File: config.mk
export PLATFORM = sky130hd
export DESIGN_NAME = dmem_access_ctrl
export DESIGN_NICKNAME = d
export VERILOG_FILES = /design/src/rtl/dmem_access_ctrl_pkg.sv /design/src/rtl/dmem_timeout_cnt.sv /design/src/rtl/dmem_access_ctrl.sv
export SDC_FILE = /design/constraint.sdc
export NUM_CORES = 1
export LEC_CHECK = 0
export BUFFER_PORTS_ARGS = -buffer_cell sky130_fd_sc_hd__buf_2
export CAP_MARGIN = 10
export CORE_MARGIN = 1.5
export CORE_UTILIZATION = 45
export DETAILED_ROUTE_END_ITERATION = 7
export PLACE_DENSITY = 0.82
export SYNTH_ARGS = -nofsm -noshare
export SYNTH_HDL_FRONTEND = slang
export SYNTH_SLANG_ARGS = --single-unit
File: constraint.sdc
create_clock -name clk -period 5.98 [get_ports clk]
set_input_delay 1.196 -clock clk [delete_from_list [all_inputs] [get_ports clk]]
set_output_delay 1.196 -clock clk [all_outputs]
set_load 0.03 [all_outputs]
File: src/rtl/dmem_access_ctrl_pkg.sv
// Shared types and widths for the MEM-stage data-memory access controller.
// Revision: 1.0
`default_nettype none

package dmem_access_ctrl_pkg;

    localparam int DATA_W = 32;
    localparam int ADDR_W = 32;

    typedef enum logic [1:0] {
        IDLE = 2'd0,
        REQ  = 2'd1,
        RESP = 2'd2,
        DONE = 2'd3
    } state_t;

endpackage

`default_nettype wire

File: src/rtl/dmem_timeout_cnt.sv
// Clearable cycle counter that raises expire once it has counted TIMEOUT-1 cycles.
// Revision: 1.0
`default_nettype none

module dmem_timeout_cnt #(
    parameter int TIMEOUT = 64
) (
    input  logic clk,
    input  logic rst,
    input  logic clear,
    input  logic enable,
    output logic expire
);

    localparam int W = (TIMEOUT > 2) ? $clog2(TIMEOUT) : 1;

    logic [W-1:0] count;

    assign expire = (count == W'(TIMEOUT - 1));

    // Holds at the limit so a lingering enable can never wrap back to zero.
    always_ff @(posedge clk or posedge rst) begin
        if (rst) begin
            count <= '0;
        end else if (clear) begin
            count <= '0;
        end else if (enable && !expire) begin
            count <= count + W'(1);
        end
    end

endmodule

`default_nettype wire

File: src/rtl/dmem_access_ctrl.sv
// Sequences MEM-stage loads/stores against a variable-latency data memory,
// stalling the pipeline and bubbling WB until the access retires.
// Revision: 1.0
`default_nettype none

import dmem_access_ctrl_pkg::*;

module dmem_access_ctrl #(
    parameter int TIMEOUT = 64,
    parameter int CNT_W   = 16
) (
    input  logic              clk,
    input  logic              rst,
    input  logic              mem_r_en,
    input  logic              mem_w_en,
    input  logic [ADDR_W-1:0] addr_in,
    input  logic [DATA_W-1:0] wdata_in,
    output logic              dm_req,
    output logic              dm_we,
    output logic [ADDR_W-1:0] dm_addr,
    output logic [DATA_W-1:0] dm_wdata,
    input  logic              dm_gnt,
    input  logic              dm_rvalid,
    input  logic [DATA_W-1:0] dm_rdata,
    output logic [DATA_W-1:0] rd_data,
    output logic              stall,
    output logic              wb_bubble,
    output logic              timeout_err,
    output logic [CNT_W-1:0]  stall_cnt
);

    state_t state, state_nx;
    logic   acc;
    logic   to_clear;
    logic   to_en;
    logic   to_expire;
    logic   abandon;

    assign acc   = mem_r_en | mem_w_en;
    assign to_en = (state == REQ) || (state == RESP);

    // Completion in the expiry cycle wins over abandonment.
    assign abandon = to_expire &&
                     (((state == REQ)  && !dm_gnt) ||
                      ((state == RESP) && !dm_rvalid));

    dmem_timeout_cnt #(
        .TIMEOUT (TIMEOUT)
    ) u_timeout (
        .clk    (clk),
        .rst    (rst),
        .clear  (to_clear),
        .enable (to_en),
        .expire (to_expire)
    );

    always_ff @(posedge clk or posedge rst) begin
        if (rst) begin
            state <= IDLE;
        end else begin
            state <= state_nx;
        end
    end

    always_comb begin
        state_nx  = state;
        stall     = 1'b0;
        wb_bubble = 1'b0;
        dm_req    = 1'b0;
        to_clear  = 1'b0;
        case (state)
            IDLE: begin
                stall     = acc;
                wb_bubble = acc;
                if (acc) begin
                    to_clear = 1'b1;
                    state_nx = REQ;
                end
            end
            REQ: begin
                dm_req    = 1'b1;
                stall     = 1'b1;
                wb_bubble = 1'b1;
                if (dm_gnt) begin
                    state_nx = dm_we ? DONE : RESP;
                end else if (to_expire) begin
                    state_nx = DONE;
                end
            end
            RESP: begin
                stall     = 1'b1;
                wb_bubble = 1'b1;
                if (dm_rvalid || to_expire) begin
                    state_nx = DONE;
                end
            end
            DONE: begin
                state_nx = IDLE;
            end
            default: begin
                state_nx = IDLE;
            end
        endcase
    end

    always_ff @(posedge clk or posedge rst) begin
        if (rst) begin
            dm_we       <= 1'b0;
            dm_addr     <= '0;
            dm_wdata    <= '0;
            rd_data     <= '0;
            timeout_err <= 1'b0;
            stall_cnt   <= '0;
        end else begin
            if ((state == IDLE) && acc) begin
                dm_we    <= ~mem_r_en;
                dm_addr  <= addr_in;
                dm_wdata <= wdata_in;
            end
            if (abandon) begin
                rd_data     <= '0;
                timeout_err <= 1'b1;
            end else if ((state == RESP) && dm_rvalid) begin
                rd_data <= dm_rdata;
            end
            if (stall && (stall_cnt != {CNT_W{1'b1}})) begin
                stall_cnt <= stall_cnt + CNT_W'(1);
            end
        end
    end

endmodule

`default_nettype wire

Word level (Yosys, flattened, before mapping)

Index checks and enable logic that the tools add are counted.

Register bits: 122
Latch bits: 0
RAM bits: 0
Memory bits (read-only): 0
Output and inout bits: 117
Memories: 0

$add $sub $neg: 2
Multipliers: 0
Divide/modulo/power cells: 0
Magnitude comparators: 0
Equality and inequality tests: 8
Shift operators: 0
Mux-type cells: 14
Bitwise logic cells: 2
Reduce and logical (&&, ||, !) cells: 18

Operator list:

| operator                                             | count |
|---|---|
| 2-to-1 mux 32 bit                                    | 2 |
| adder 16 x 1 -> 16 bit (second input constant)       | 1 |
| != test 16 bit (second input constant)               | 1 |
| 2-to-1 mux 6 bit                                     | 2 |
| 2-to-1 mux 2 bit                                     | 4 |
| case mux 2 bit (4 select lines)                      | 1 |
| logical AND 1 bit                                    | 7 |
| adder 6 x 1 -> 6 bit (second input constant)         | 1 |
| equality test 6 bit (second input constant)          | 1 |
| equality test 2 bit (second input constant)          | 2 |
| 2-to-1 mux 1 bit                                     | 4 |
| nonzero test 2 bit                                   | 2 |
| zero test 1 bit                                      | 3 |
| logical OR 1 bit                                     | 3 |
| != test 3 bit (second input constant)                | 1 |
| AND reduction 3 bit                                  | 1 |
| equality test 2 x 1 -> 1 bit (second input constant) | 1 |
| zero test 2 bit                                      | 1 |
| != test 2 x 1 -> 1 bit (second input constant)       | 1 |
| != test 2 bit (second input constant)                | 1 |
| case mux 1 bit (2 select lines)                      | 1 |
| OR reduction 2 bit                                   | 1 |
| NOT 1 bit                                            | 1 |
| bitwise OR 1 bit                                     | 1 |

Logic depth before layout (Yosys ltp)

Depth in word-level cells: 5
Mapped depth: 8
Mapped depth without buffers: 7

By module

Synthesis repeated with hierarchy kept, for this count alone.

Cells, all modules: 548
Area total of the unflattened synthesis: 5106.1 um2

Modules (own cells, without submodules):

| module           | instances | cells an instance | area each (um2) | seq. area each (um2) |
|---|---|---|---|---|
| dmem_access_ctrl | 1         | 511               | 4737.0          | 2902.8 |
| dmem_timeout_cnt | 1         | 37                | 369.1           | 150.1 |

Worst setup path after synthesis

No wires, ideal clock.

Path type: input -> output
From: in mem_w_en
To: out wb_bubble
Arrival time: 2100 ps
Setup slack: 2684 ps
Stages: 5
Path buffers: 2
Cell sequence: o21ai_1 a21o_1 buf_2 inv_2 buf_4

Longest elaborated chain between the ends: 2

Ends and longest elaborated chain:

| element                         | line                   | source |
|---|---|---|
| start: declaration              | dmem_access_ctrl.sv:15 | `input logic mem_w_en,` |
| bitwise OR 1 bit                | dmem_access_ctrl.sv:39 | `assign acc = mem_r_en \| mem_w_en;` |
| case mux 1 bit (2 select lines) | -                      |  |
| end: declaration                | dmem_access_ctrl.sv:27 | `output logic wb_bubble,` |

No other way between the ends.

Final worst setup path

From: in mem_w_en
To: out stall

Longest elaborated chain between the ends: 2

Ends and longest elaborated chain:

| element                         | line                   | source |
|---|---|---|
| bitwise OR 1 bit                | dmem_access_ctrl.sv:39 |  |
| case mux 1 bit (2 select lines) | dmem_access_ctrl.sv:71 | `case (state)` |
| end: declaration                | dmem_access_ctrl.sv:26 | `output logic stall,` |

No other way between the ends.

==> key figures <==
Layout
  • Share of cells above drive strength 1: 33.85%
  • Area of the multi-input gates: 0.001926 sq mm
  • FILL cells: 920
  • Leading cell types in the layout, fill and taps excluded: nand2_1, buf_2, dfrtp_1, a21oi_1, clkbuf_16
  • Final #Nets: 872
  • Post-layout util: 63.35%
  • N_diodes: 0
  • Register area: 0.003053 sq mm
  • Commonest non-fill, non-tap cell in the layout: nand2_1
  • Area grow syn2layout: 36.14%

Global routing
  • Number of global-route vias before repair: 4171
  • Initial antenna violation count: 0
  • Global-route wire length before repair: 19.21 mm
  • Pin count of the biggest net entering global routing: 79
  • Total GRT Usage: 20.75%
  • Total global routing overflow: 0

Worst setup path
  • Crit-path most repeated cell: buf_2
  • Cell Chain, Critical Path: buf_2 > o21ai_4 > a21o_1 > inv_2 > buf_2
  • Critical path arrival: 2230 ps
  • Crit-path max FO: 10
  • Slowest cell on the critical path: a21o_1
  • Required time worst endpoint: 4780 ps
  • Crit path capture type: output pin
  • Kind of critical path: input pin to output pin
  • Crit path largest cell delay: 390 ps
  • Startpoint Class: input pin

Logic synthesis
  • Synthesized flop and latch total: 122
  • Syn nets: 659
  • Ys async rst share: 100.0%
  • Syn Area/Cell: 9.252 sq um
  • Primary FF master, synth: dfrtp_1
  • Ys Warns: 0
  • Number of synthesized flops with an enable pin: 0
  • Sequential share of the synthesized area: 60.00%
  • Gate Count Post-Synth: 550
  • Synth cell types: 45
  • Mapped cell area: 0.005089 sq mm

Die
  • Core Footprint: 0.01094 sq mm
  • Die width: 109.3 um
  • Die ar.: 0.01196 sq mm
  • Rows: 38
  • Die height: 109.3 um
  • IO Pins: 219
  • Starting Density: 46.53%

Outcome
  • Outcome: finished, final reports clean

Timing
  • Fmax: 0.2917 GHz
  • # setup viols final: 0
  • RSZ-0062 raised after global routing: no
  • Max-slew violation count: 0
  • Final Hold Viols: 0
  • Period minus WS final: 3428 ps
  • Relative slew slack: 23.48%
  • Sum Neg Setup Slack: 0 ps
  • Final Skew: 5.992 ps
  • Tcrit/Tclk final: 57.33%
  • Least-Margin Pin Slew: 1148 ps

Job
  • Max-Cap Viols: 0

Drt
  • DR pass1 iterations: 4
  • Antenna-violating nets left: 0
  • Vias per inst: 4.807
  • DR WL/cell: 13.16 um
  • DR DRC count: 0
  • Overall routed net length: 12.03 mm
  • Via Count: 4394
  • DR iter-0 viols: 279

Min path
  • Worst hold-check path type: register to register

Power and ir drop
  • Leakage: 3.777 nW
  • Worst vdd ir: 0.3587 mV
  • Pwr per Cell Area: 654.4 mW/mm^2

Place
  • RD Place Congestion: 0.7819
  • DP HPWL: 8.274 mm
  • Number of port buffers: 218

Clock tree
  • Root buf cell: clkbuf_16
  • CTS tree: yes
  • CTS H-Tree Depth: 4
  • Clock slew at reported path FFs: 50 ps
  • Cts bufs inserted: 17
  • Clk_lat worst skew: 400 ps
  • Clock sink count: 122
  • CTS resizes: 0
  • CTS Hold Buffers Added: 0
  • Setup bufs post-CTS: 0
  • CTS max path bufs: 2
## synthesized netlist by cell type, drive strengths merged (3+ instances only)
library cell,n,area [sq um]
clkbuf,19,71.32
nand2,267,1002
mux2i,3,30.03
a21oi,33,165.2
o211ai,3,22.52
nand4,9,62.56
and3,3,18.77
xor2,13,113.9
nor2,10,40.04
buf,8,35.03
nor2b,3,18.77
o21ai,3,15.01
dfrtp,122,3053
nor3,6,30.03
or2,3,18.77
ha,7,87.58
inv,6,22.52
nand3,5,25.02
and2,3,18.77
xnor2,4,35.03
## routing by layer
metal	vias to the layer above	share of wire (%)	GRT usage (%)
met5	-	0	0
met4	0	1.2	6.772
met3	12	7.3	7.528
met2	148	48	33.27
met1	2058	43	26.12
li1	2176	-	-
## path summary, 6_finish.rpt
check                                            start  slack (ps)  depth (start not counted)                 endpoint
worst max-delay path                          mem_w_en        2550                          5                    stall
worst max register to register    state[0]$_DFFE_PP0P_        3690                          6   dm_addr[5]$_DFFE_PP0P_
max in group asynchronous                          rst        3850                          3  dm_wdata[0]$_DFFE_PP0P_
worst min-delay path            dm_addr[7]$_DFFE_PP0P_         460                          2   dm_addr[7]$_DFFE_PP0P_
min in group asynchronous                          rst        1000                          2   rd_data[4]$_DFFE_PP0P_
worst min register to register  dm_addr[7]$_DFFE_PP0P_         460                          2   dm_addr[7]$_DFFE_PP0P_
## critical path, delay by kind of cell
kind / cells / cell delay (ps)
compound gates: 2 / 560
buf+inv: 3 / 480
## layout make-up
type | count | share of cell area (%)
Sequential cell | 122 | 44.07
Multi-Input combinational cell | 395 | 27.79
Timing Repair Buffer | 221 | 16.07
Clock buffer | 23 | 7.188
Tap cell | 140 | 2.528
Clock inverter | 7 | 1.987
Inverter | 6 | 0.3612
## report_power, final
group	switching (mW)	internal, mW
Clock	0.340	0.747
Sequential	0.232	1.20
Combinational	1.43	0.586
## state kept, by name (all words and copies together) (netlist names)
signal and flops:
stall_cnt 16, state 2, dm_wdata 32, timeout_err 1, dm_we 1, u_timeout.count 6
rd_data 32, dm_addr 32
## cells by family (layout without fill, tap and decap cells)
family	Yosys count	after routing	synth area share [%]
DFF	122	122	60.00
and+or+nand+nor	318	318	25.94
xor gates and xnor gates	17	17	2.926
muxes	5	5	1.106
AOI/OAI and AO/OA	48	48	5.779
buffers and inverters	33	257	2.533
adders and majority gates	7	7	1.721
## per-stage QoR
stage	cells	setup slack [ps]	hold slack, ps	area [sq um]	power [mW]
floorplan	550	1541	453.9	5089	2.877
global placement	884	2564	452.6	6292	3.414
detailed placement	884	2546	456.6	6292	3.472
CTS	914	2545	470.0	6928	4.578
global route	914	2451	489.6	6928	4.832
finish	914	2552	464.0	6928	4.534
Power figures use the tool's default switching activity.
